--- src/rtl/ipml_arb_pkg.sv ---
// Shared definitions for the round-robin arbiter in front of the sync FIFO:
// FSM state encoding, buffer depth and the wrapping round-robin increment.
package ipml_arb_pkg;

  localparam int unsigned BUF_DEPTH = 2;

  typedef enum logic {
    ST_ARB,
    ST_LOCK
  } arb_state_e;

  function automatic int unsigned rr_next(input int unsigned idx, input int unsigned n);
    return (idx + 1 >= n) ? 0 : idx + 1;
  endfunction

endpackage

--- src/rtl/ipml_arb_reg_slice.sv ---
// Two-entry ping-pong valid/ready buffer. in_ready depends only on registered
// occupancy, so a full buffer never admits a write even while it is being read.
module ipml_arb_reg_slice
  import ipml_arb_pkg::*;
#(
  parameter int unsigned PW = 35
) (
  input  logic          clk,
  input  logic          rst,
  input  logic          in_valid,
  output logic          in_ready,
  input  logic [PW-1:0] in_data,
  output logic          out_valid,
  input  logic          out_ready,
  output logic [PW-1:0] out_data
);

  localparam int unsigned PTR_W = $clog2(BUF_DEPTH);

  logic [PW-1:0]        r_mem [BUF_DEPTH];
  logic [BUF_DEPTH-1:0] r_vld;
  logic [PTR_W-1:0]     r_wr;
  logic [PTR_W-1:0]     r_rd;
  logic                 w_wr;
  logic                 w_rd;

  assign in_ready  = ~&r_vld;
  assign out_valid = r_vld[r_rd];
  assign out_data  = r_mem[r_rd];
  assign w_wr      = in_valid & in_ready;
  assign w_rd      = out_valid & out_ready;

  always_ff @(posedge clk) begin
    if (rst) begin
      r_vld <= '0;
      r_wr  <= '0;
      r_rd  <= '0;
      for (int unsigned i = 0; i < BUF_DEPTH; i++) r_mem[i] <= '0;
    end else begin
      // A write and a read never target the same entry: writes go to an empty slot.
      if (w_wr) begin
        r_mem[r_wr] <= in_data;
        r_vld[r_wr] <= 1'b1;
        r_wr        <= r_wr + 1'b1;
      end
      if (w_rd) begin
        r_vld[r_rd] <= 1'b0;
        r_rd        <= r_rd + 1'b1;
      end
    end
  end

endmodule

--- src/rtl/ipml_rr_arb_sync_fifo.sv ---
// N-input round-robin arbiter feeding a 2-entry register buffer (sync FIFO front end).
// Define IPML_ARB_PKT_LOCK_EN for packet-atomic grants; otherwise arbitration is per beat.
module ipml_rr_arb_sync_fifo
  import ipml_arb_pkg::*;
#(
  parameter int unsigned N    = 4,
  parameter int unsigned W    = 32,
  parameter int unsigned ID_W = 2
) (
  input  logic            clk,
  input  logic            rst,
  input  logic [N-1:0]    s_valid,
  input  logic [N*W-1:0]  s_data,
  input  logic [N-1:0]    s_last,
  output logic [N-1:0]    s_ready,
  output logic            m_valid,
  output logic [W-1:0]    m_data,
  output logic [ID_W-1:0] m_id,
  output logic            m_last,
  input  logic            m_ready,
  output logic            busy
);

  localparam int unsigned PW = W + ID_W + 1;

  logic [ID_W-1:0] r_ptr;
  logic [ID_W-1:0] w_hi;
  logic [ID_W-1:0] w_lo;
  logic            w_hi_vld;
  logic            w_lo_vld;
  logic [ID_W-1:0] w_gnt;
  logic [ID_W-1:0] w_sel;
  logic            w_sel_vld;
  logic            w_sel_valid_in;
  logic            w_sel_last;
  logic [W-1:0]    w_sel_data;
  logic            w_in_ready;
  logic            w_acc;
  logic            w_out_valid;
  logic [PW-1:0]   w_in_pl;
  logic [PW-1:0]   w_out_pl;

`ifdef IPML_ARB_PKT_LOCK_EN
  arb_state_e      r_state;
  logic [ID_W-1:0] r_owner;
  logic            w_locked;
  assign w_locked = (r_state == ST_LOCK);
`endif

  // Rotating priority: lowest valid index >= ptr wins, else lowest valid index overall.
  always_comb begin
    w_hi_vld = 1'b0;
    w_lo_vld = 1'b0;
    w_hi     = '0;
    w_lo     = '0;
    for (int unsigned i = 0; i < N; i++) begin
      if (s_valid[i] && !w_hi_vld && (ID_W'(i) >= r_ptr)) begin
        w_hi_vld = 1'b1;
        w_hi     = ID_W'(i);
      end
      if (s_valid[i] && !w_lo_vld) begin
        w_lo_vld = 1'b1;
        w_lo     = ID_W'(i);
      end
    end
  end

  assign w_gnt = w_hi_vld ? w_hi : w_lo;

`ifdef IPML_ARB_PKT_LOCK_EN
  // While locked the owner is offered in_ready even with s_valid low, so nobody else is served.
  assign w_sel     = w_locked ? r_owner : w_gnt;
  assign w_sel_vld = w_locked | w_lo_vld;
`else
  assign w_sel     = w_gnt;
  assign w_sel_vld = w_lo_vld;
`endif

  always_comb begin
    s_ready        = '0;
    w_sel_valid_in = 1'b0;
    w_sel_last     = 1'b0;
    w_sel_data     = '0;
    for (int unsigned i = 0; i < N; i++) begin
      if (ID_W'(i) == w_sel) begin
        w_sel_valid_in = s_valid[i];
        w_sel_last     = s_last[i];
        w_sel_data     = s_data[i*W +: W];
        s_ready[i]     = !rst && w_sel_vld && w_in_ready;
      end
    end
  end

  assign w_acc   = !rst && w_sel_vld && w_in_ready && w_sel_valid_in;
  assign w_in_pl = {w_sel_last, w_sel, w_sel_data};

  ipml_arb_reg_slice #(
    .PW (PW)
  ) u_slice (
    .clk       (clk),
    .rst       (rst),
    .in_valid  (w_acc),
    .in_ready  (w_in_ready),
    .in_data   (w_in_pl),
    .out_valid (w_out_valid),
    .out_ready (m_ready),
    .out_data  (w_out_pl)
  );

  assign m_valid                 = w_out_valid;
  assign {m_last, m_id, m_data}  = w_out_pl;

`ifdef IPML_ARB_PKT_LOCK_EN
  assign busy = w_locked | w_out_valid;
`else
  assign busy = w_out_valid;
`endif

  always_ff @(posedge clk) begin
    if (rst) begin
      r_ptr <= '0;
`ifdef IPML_ARB_PKT_LOCK_EN
      r_state <= ST_ARB;
      r_owner <= '0;
`endif
    end else if (w_acc) begin
`ifdef IPML_ARB_PKT_LOCK_EN
      if (w_sel_last) begin
        r_ptr   <= ID_W'(rr_next(32'(w_sel), N));
        r_state <= ST_ARB;
      end else if (!w_locked) begin
        r_owner <= w_sel;
        r_state <= ST_LOCK;
      end
`else
      r_ptr <= ID_W'(rr_next(32'(w_sel), N));
`endif
    end
  end

endmodule

--- config.mk ---
export PLATFORM = sky130hd
export DESIGN_NAME = ipml_rr_arb_sync_fifo
export DESIGN_NICKNAME = d
export VERILOG_FILES = /design/src/rtl/ipml_arb_pkg.sv /design/src/rtl/ipml_arb_reg_slice.sv /design/src/rtl/ipml_rr_arb_sync_fifo.sv
export SDC_FILE = /design/constraint.sdc
export NUM_CORES = 1
export LEC_CHECK = 0
export CAP_MARGIN = 10
export CORE_ASPECT_RATIO = 1.5
export CORE_MARGIN = 2
export CORE_UTILIZATION = 35
export DETAILED_ROUTE_END_ITERATION = 10
export GPL_ROUTABILITY_DRIVEN = 0
export PLACE_DENSITY = 0.71
export SLEW_MARGIN = 25
export SYNTH_ARGS = -nofsm -noshare
export SYNTH_HDL_FRONTEND = slang
export SYNTH_SLANG_ARGS = --single-unit
--- constraint.sdc ---
create_clock -name clk -period 3.7 [get_ports clk]
set_input_delay 0.37 -clock clk [delete_from_list [all_inputs] [get_ports clk]]
set_output_delay 0.37 -clock clk [all_outputs]
set_load 0.01 [all_outputs]
=== Yosys cells after proc, flatten, opt, wreduce, memory -nomap -nowiden ===
Memory sizes are Yosys's and may differ from the RTL's. A register that Yosys moved wholly into a read port is not among the register bits.
Cells that the tools add are included.

* Flip-flop bits (word level): 6
* Bits in writable memories: 70
* Input bits: 139
* Output and inout port bits: 41
* Logic and storage cells: 102
* Memories: 1

* $add $sub $neg: 3
* Order comparisons: 9
* Equal/unequal tests: 3
* Multiplexer cells: 51
* Bitwise logic cells: 5
* Reductions and logical operators: 26

{| class="wikitable"
|+ Memory list
! memory !! depth !! bits a word !! read ports !! clocked after memory_dff !! wr ports !! line !! text
|-
| u_slice.r_mem || 2 || 35 || 1 || 1 || 2 || ipml_arb_reg_slice.sv:20 || <nowiki>logic [PW-1:0] r_mem [BUF_DEPTH];</nowiki>
|}

{| class="wikitable"
|+ Operators by type and width
! cell !! count
|-
| 32-bit 2-to-1 mux || 4
|-
| 1-bit 2-to-1 mux || 35
|-
| 35-bit 2-to-1 mux || 1
|-
| 35-bit OR reduction || 1
|-
| 2-bit 2-to-1 mux || 9
|-
| 1-bit logical AND || 15
|-
| 1-bit zero test || 8
|-
| 2-bit equality test, first input constant || 2
|-
| 1-bit by 2-bit >= comparator with 1-bit output, first input constant || 2
|-
| 2-bit >= comparator, first input constant || 2
|-
| 1-bit by 2-bit < comparator with 1-bit output, second input constant || 2
|-
| 2-bit by 1-bit adder with 3-bit output, second input constant || 1
|-
| 3-bit >= comparator, second input constant || 1
|-
| 1-bit adder, second input constant || 2
|-
| 1-bit bitwise AND || 2
|-
| 2-bit bitwise AND || 1
|-
| 1-bit demux with 1-bit select || 2
|-
| 1-bit by 2-bit equality test with 1-bit output, first input constant || 1
|-
| 1-bit >= comparator, second input constant || 2
|-
| 2-bit zero test || 1
|-
| 2-bit NOT || 1
|-
| 2-bit bitwise OR || 1
|-
| 2-bit AND reduction || 1
|}

=== Depth between registers and ports, before layout ===
Gate-level depths: netlist (run 1).

* Depth after elaboration: 28
* Gate-level depth with buffers: 12
* Mapped depth without buffers: 9

=== Hierarchy ===
From an unflattened synthesis (run 1), not the netlist that was laid out.

* Cell total of the unflattened synthesis: 455
* Area, all modules: 4884.7 µm²

{| class="wikitable"
|+ Modules (own cells, without submodules)
! module !! instances !! cells each !! area an instance (µm²)
|-
| ipml_arb_reg_slice || 1 || 258 || 3594.7
|-
| ipml_rr_arb_sync_fifo || 1 || 197 || 1290.0
|}

=== Least setup slack after synthesis (run 1) ===
OpenSTA, ideal clock, no wires.

* Kind: register -> register
* Start: reg r_ptr[1]
* End: mem u_slice.r_mem[0][0] (enable)
* Setup time: 0.393 ns
* Arrival time: 2.980 ns
* Setup slack: 0.327 ns
* Stages on the path, launching flop included: 12
* Path buffers: 2
* Period minus slack after synthesis: 3.373 ns
* Path through: dfxtp_1 > a21oi_1 > o21a_1 > o22ai_1 > inv_1 > ha_1 > and4bb_1 > a2111oi_2 > or3_1 > buf_6 > buf_6 > nand2_1

{| class="wikitable"
|+ RTL lines
! element !! line !! text
|-
| start: declaration || ipml_rr_arb_sync_fifo.sv:26 || <nowiki>logic [ID_W-1:0] r_ptr;</nowiki>
|-
| start signal: assignment || ipml_rr_arb_sync_fifo.sv:136 || <nowiki>r_ptr <= ID_W'(rr_next(32'(w_sel), N));</nowiki>
|-
| end: declaration || ipml_arb_reg_slice.sv:20 ||
|}

=== Worst setup path in the final report (run 1) ===
* Start: in s_valid[2]
* End: out s_ready[3]

* Word-level cells in the longest chain between the ends: 10

{| class="wikitable"
|+ Ends and longest elaborated chain
! element !! line !! text
|-
| start: declaration || ipml_rr_arb_sync_fifo.sv:12 || <nowiki>input logic [N-1:0] s_valid,</nowiki>
|-
| 1-bit logical AND (2 in a row) || ipml_rr_arb_sync_fifo.sv:57 || <nowiki>if (s_valid[i] && !w_hi_vld && (ID_W'(i) >= r_ptr)) begin</nowiki>
|-
| 1-bit 2-to-1 mux || ipml_rr_arb_sync_fifo.sv:57 ||
|-
| 1-bit zero test || ipml_rr_arb_sync_fifo.sv:57 ||
|-
| 1-bit logical AND (2 in a row) || ipml_rr_arb_sync_fifo.sv:57 ||
|-
| 2-bit 2-to-1 mux or 1-bit 2-to-1 mux (tied branches) || ipml_rr_arb_sync_fifo.sv:57 ||
|-
| 2-bit 2-to-1 mux (*) || ipml_rr_arb_sync_fifo.sv:68 || <nowiki>assign w_gnt = w_hi_vld ? w_hi : w_lo;</nowiki>
|-
| via u_slice.in_data[32] || ipml_arb_reg_slice.sv:12 || <nowiki>input logic [PW-1:0] in_data,</nowiki>
|-
| 2-bit equality test (*) || ipml_rr_arb_sync_fifo.sv:85 || <nowiki>if (ID_W'(i) == w_sel) begin</nowiki>
|-
| 1-bit 2-to-1 mux (*) || ipml_rr_arb_sync_fifo.sv:85 ||
|-
| end: declaration || ipml_rr_arb_sync_fifo.sv:15 || <nowiki>output logic [N-1:0] s_ready,</nowiki>
|}

Mark *: on every way through the listed nets, which the timed path passes. The rest lies on a longest branch.

==> flow_summary_export.csv, run 1 <==
group,metric,value,unit
detailed_routing,remaining_drc_errors,0,
setup_path,end_kind,"output pin",
global_route,grt_use_total,19.7,%
detailed_routing,drt_iter0_drc,222,
floorplan,fp.dieH,140,µm
synthesis,synth_nets,550,
layout,nets,720,
detailed_routing,vias,3859,
hold_path,min_path_type,"flip-flop to flip-flop",
detailed_routing,drt_wl_total,13100,µm
floorplan,start_util,35.9,%
detailed_routing,drtAntennaViolNets,0,
sta,drv_slew,0,
setup_path,slowest_delay,540,ps
setup_path,required,3330,ps
sta,fin_crit_sh,88.6,%
sta,finalSetupViolCount,0,
clock_tree,cts-hold-fix-buffers,0,
clock_tree,clockRootBuffer,"clkbuf_16",
outcome,status,"finished clean",
synthesis,async_flop_share,0,%
synthesis,netlist_area,4290,µm²
placed_design,portBuffers,179,
synthesis,synth_area_leader_cell,"edfxtp_1",
run,cap_violations,0,
synthesis,synth_edf_count,70,
global_route,antenna_found_initial,0,
clock_tree,numCtsBuffers,9,
detailed_routing,vias_per_cell,5.25,
clock_tree,clock_sinks,77,
synthesis,synthFlopType,"edfxtp_1",
synthesis,yosys_warnings,0,
sta,clock_skew,4.53,ps
synthesis,synth_top_area_share,49.0,%
layout,final_area,6500,µm²
detailed_routing,wire_per_inst,17.8,µm
synthesis,synthTopCellsByArea,"edfxtp_1 49%, mux2_2 9.2%, nor2_1 9.2%, a221oi_1 6.5%, o31a_1 6.5%",
synthesis,yosysMostFrequentCell,"nor2_1",
layout,final_cells,735,
clock_tree,cts.path.max_buffers,2,
synthesis,synth_cell_types,38,
layout,area_growth,51.6,%
setup_path,worstSetupPathType,"input pin to output pin",
clock_tree,path_clk_slew,50,ps
detailed_routing,drtPass1Iterations,7,
synthesis,ys_top_cells_by_count,"105 x nor2_1, 70 x edfxtp_1, 38 x nand2_1",
layout,postLayoutCoreUtil,54.4,%
layout,nFillCells,1040,
global_route,grt_first_pass_wirelength,20000,µm
placed_design,dpl_worst_slack,237,ps
setup_path,crit_path_frequent_cell,"clkdlybuf4s50_1",
power_and_ir_drop,ir_drop,0.234,mV
sta,rsz0062_at_grt,"no",
synthesis,avgSynthCellArea,10.5,µm²
synthesis,synthCells,407,
clock_tree,cts_tree,"yes",
placed_design,place_area,6230,µm²
global_route,grt_pass1_vias,4043,
floorplan,core_area,12000,µm²
floorplan,num_rows,49,
sta,max_freq,305,MHz
sta,period_needed,3280,ps
global_route,grt_max_degree,38,
floorplan,die_area,13200,µm²
power_and_ir_drop,p_leak,2.32,nW
sta,slew_headroom,42.3,%
layout,drive_gt1_share,12.9,%
synthesis,yosysSeqAreaShare,52.3,%
global_route,grt_overflow,0,
setup_path,crit_slowest_cell,"clkdlybuf4s50_1",
sta,hold_viol_final,0,
sta,tightest_slew,866,ps
placed_design,dp_cells,719,
floorplan,chipWidth,94.4,µm
setup_path,cp.arrival,2910,ps
synthesis,ys_ff_latch,77,
floorplan,pin_count,180,
setup_path,crit_chain,"clkdlybuf4s50_1 -> mux2i_1 -> nor2_1 -> a211o_1 -> inv_1 -> ha_2 -> buf_4 -> and3_1 -> clkdlybuf4s50_1",
sta,setup_tns,0,ps
clock_tree,clk_latency,330,ps
clock_tree,htree_levels,3,
placed_design,dp_hpwl,9430,µm
sta,layout_setup_ws,423,ps
setup_path,cp_max_fo,31,
clock_tree,cts_resized,0,
power_and_ir_drop,p_per_area,431,nW/µm²
clock_tree,cts_setup_buffers,0,
setup_path,startpoint_type,"input pin",
layout,num_antenna_cells,0,
registers in the layout (all words and copies together) (netlist names), named ones only:
register       cells
u_slice.r_wr       1
u_slice.r_mem     70
r_ptr              2
u_slice.r_vld      2
u_slice.r_rd       1
final timing paths:
| path | from | endpoint | slack (ps) | cells after the start |
|---|---|---|---|---|
| max | s_valid[2] | s_ready[3] | 420 | 9 |
| min | u_slice.r_wr | u_slice.r_wr | 540 | 2 |
| max reg2reg | r_ptr[1] | u_slice.r_mem[0][5] | 670 | 11 |
| min reg2reg | u_slice.r_wr | u_slice.r_wr | 540 | 2 |
per-stage QoR:
stage / hold slack (ps) / power, mW
detailed placement: 529 / 2.05
global placement: 515 / 2.03
CTS: 534 / 2.83
finish: 535 / 2.80
global route: 569 / 2.94
floorplan: 487 / 1.60
layout make-up:
class	instances	area (µm²)	area share, %
clock buffer	12	246	3.79
tap	153	191	2.94
multi-input combinational	288	1850	28.4
sequential	77	2240	34.5
inverter	6	22.5	0.346
timing repair buffer	195	1920	29.6
clock inverter	4	23.8	0.366
layout by cell type (no fill, tap or decap), types with 3 or more instances in the layout:
master,n
nor2_1,105
edfxtp_1,70
clkbuf_16,9
a21oi_1,7
clkdlybuf4s50_1,179
a221oi_1,32
clkinv_2,3
and3_1,6
o31a_1,32
ha_1,3
buf_4,15
nor3_1,3
dfxtp_1,6
mux2_2,35
o21ai_0,4
nand2_1,36
inv_1,6
logic make-up after synthesis:
| kind of cell | Yosys count | share of synthesized area (%) |
|---|---|---|
| adder cells (fa/ha/maj) | 4 | 1.17 |
| flip-flops | 77 | 52.3 |
| AO/OA/AOI/OAI | 85 | 16.6 |
| AND/OR/NAND/NOR | 163 | 15.7 |
| multiplexers | 36 | 9.43 |
| buffers and inverters | 42 | 4.81 |
power breakdown:
group / total (mW) / leakage, nW / switching [mW] / internal (mW)
clock: 0.780 / 0.136 / 0.311 / 0.470
combinational: 0.934 / 1.40 / 0.441 / 0.493
sequential: 1.09 / 0.788 / 0.0378 / 1.05
total: 2.80 / 2.32 / 0.790 / 2.02
routing by layer:
| layer | share of wire, % | track usage, % | wire [µm] | up-vias |
|---|---|---|---|---|
| met5 | 0 | 0 | 0 | - |
| met4 | 3.0 | 8.01 | 390 | 0 |
| met3 | 4.2 | 3.36 | 550 | 28 |
| met2 | 56 | 37.5 | 7300 | 136 |
| met1 | 37 | 20.9 | 4860 | 1846 |
| li1 | - | - | - | 1849 |
critical path: cells and delay by family:
family                   cells  cell delay [ps]
AND/OR/NAND/NOR              2              270
buffers and inverters        4             1510
multiplexers                 1              200
AO/OA/AOI/OAI                1              300
adder cells (fa/ha/maj)      1              250
No activity file was read; power rests on OpenSTA's default activity.
==> inputs of run 2 (changes only) <==
PLACE_DENSITY = unset   (was 0.71)
PLACE_DENSITY_LB_ADDON = 0.08   (was unset)
TNS_END_PERCENT = 100   (was unset)
==> flow_summary_export.csv, run 2 (same netlist as run 1, synthesis figures left out) <==
group,metric,value,unit
sta,slew_headroom,39.8,%
clock_tree,cts_tree,"yes",
clock_tree,cts_resized,0,
global_route,grt_use_total,20.1,%
clock_tree,cts_setup_buffers,0,
sta,max_freq,301,MHz
setup_path,worstSetupPathType,"input pin to output pin",
clock_tree,clock_sinks,77,
clock_tree,cts.path.max_buffers,2,
clock_tree,numCtsBuffers,9,
outcome,status,"finished clean",
clock_tree,htree_levels,3,
power_and_ir_drop,clkPwrFrac,30.1,%
placed_design,dp_cells,720,
setup_path,cp.arrival,2950,ps
power_and_ir_drop,swShare,28.1,%
layout,nFillCells,1110,
global_route,antenna_found_initial,0,
global_route,global_route.usage.met3,3.79,%
layout,num_antenna_cells,0,
layout,final_cells,736,
layout,largest_register_ffs,70,
sta,clock_skew,4.96,ps
floorplan,num_rows,49,
floorplan,die_area,13200,µm²
power_and_ir_drop,ir_drop,0.240,mV
detailed_routing,remaining_drc_errors,0,
detailed_routing,vias_per_cell,5.35,
sta,finalSetupViolCount,0,
sta,hold_viol_final,0,
global_route,grt_max_degree,37,
global_route,grt_first_pass_wirelength,20300,µm
detailed_routing,drt_iter0_drc,99,
floorplan,core_area,12000,µm²
power_and_ir_drop,seqPwrFrac,37.6,%
layout,layout_common_cells,"179 x clkdlybuf4s50_1, 105 x nor2_1, 70 x edfxtp_1, 36 x nand2_1, 35 x mux2_2",
layout,final_common_cell,"clkdlybuf4s50_1",
layout,drive_gt1_share,13.4,%
setup_path,required,3330,ps
detailed_routing,wire_per_inst,18.1,µm
sta,tightest_slew,903,ps
layout,nets,721,
run,cap_violations,0,
clock_tree,path_clk_slew,60,ps
power_and_ir_drop,pwr-share-comb,32.3,%
sta,fin_crit_sh,89.7,%
power_and_ir_drop,p_per_area,444,nW/µm²
clock_tree,clk_latency,330,ps
detailed_routing,drt_wl_total,13300,µm
power_and_ir_drop,intPower,2.09,mW
global_route,grt_pass1_vias,3950,
power_and_ir_drop,p_leak,2.33,nW
sta,drv_slew,0,
floorplan,start_util,35.9,%
floorplan,pin_count,180,
sta,setup_tns,0,ps
sta,rsz0062_at_grt,"no",
global_route,top_usage_layer,"met2",
setup_path,cp_max_fo,31,
detailed_routing,drtAntennaViolNets,0,
clock_tree,clockRootBuffer,"clkbuf_16",
power_and_ir_drop,power.switching,0.814,mW
placed_design,portBuffers,179,
detailed_routing,drtPass1Iterations,4,
layout,regMostFlops,"u_slice.r_mem",
hold_path,min_path_type,"flip-flop to flip-flop",
placed_design,dp_hpwl,9450,µm
setup_path,startpoint_type,"input pin",
clock_tree,cts-hold-fix-buffers,0,
sta,period_needed,3320,ps
floorplan,fp.dieH,140,µm
global_route,use_met2,36.8,%
floorplan,chipWidth,94.4,µm
global_route,met1_usage,23.1,%
layout,area_growth,52.5,%
detailed_routing,vias,3938,
power_and_ir_drop,p_total,2.90,mW
layout,largestRegisters,"u_slice.r_mem x70, r_ptr x2, u_slice.r_vld x2",
global_route,grt_overflow,0,
setup_path,end_kind,"output pin",
-- run 2: changes by cell type in the layout (fill, tap and decap cells not counted), sizes merged --
cell and delta:
buf +1, clkinvlp +3, clkbuf -2, clkinv -2
bufinv +1
-- run 2: cell type report --
class / count / area (µm²) / share of cell area (%)
inverter: 6 / 22.5 / 0.344
sequential: 77 / 2240 / 34.3
tap: 153 / 191 / 2.93
timing repair buffer: 196 / 1930 / 29.5
multi-input combinational: 288 / 1850 / 28.3
clock buffer: 10 / 239 / 3.65
clock inverter: 6 / 62.6 / 0.957
-- run 2: stage by stage --
stage	utilization (%)	setup WS, ps	hold WS (ps)	instance area (µm²)
finish	54.7	383	541	6540
floorplan	-	327	487	4290
global route	54.7	240	559	6540
global placement	52.2	449	513	6240
detailed placement	52.2	316	530	6240
CTS	54.7	401	540	6540
-- run 2: final timing paths --
| check | start | slack [ps] | cells after the start | endpoint |
|---|---|---|---|---|
| min | u_slice.r_wr | 540 | 2 | u_slice.r_wr |
| min reg2reg | u_slice.r_wr | 540 | 2 | u_slice.r_wr |
| max reg2reg | r_ptr[1] | 780 | 10 | u_slice.r_mem[1][23] |
| max | s_valid[2] | 380 | 9 | s_ready[3] |
-- run 2: metal layers --
| layer | up-vias | routed length [µm] | part of all wire, % |
|---|---|---|---|
| li1 | 1854 | - | - |
| met1 | 1933 | 5190 | 39 |
| met4 | 0 | 259 | 1.9 |
| met3 | 17 | 768 | 5.8 |
| met5 | - | 0 | 0 |
| met2 | 134 | 7100 | 53 |
-- run 2: worst max-delay path: stages --
cell and delay (ps):
clkdlybuf4s50_1 530, mux2i_1 210, nor2_1 60, a211o_1 330
inv_1 120, ha_2 240, buf_4 330, and3_1 220
clkdlybuf4s50_1 530
-- run 2: power groups by stage --
stage	combinational (mW)	clock (mW)	sequential (mW)
floorplan	0.508	0	1.09
global placement	0.934	0	1.10
detailed placement	0.944	0	1.11
CTS	0.950	0.892	1.09
global route	1.01	0.923	1.10
finish	0.938	0.874	1.09
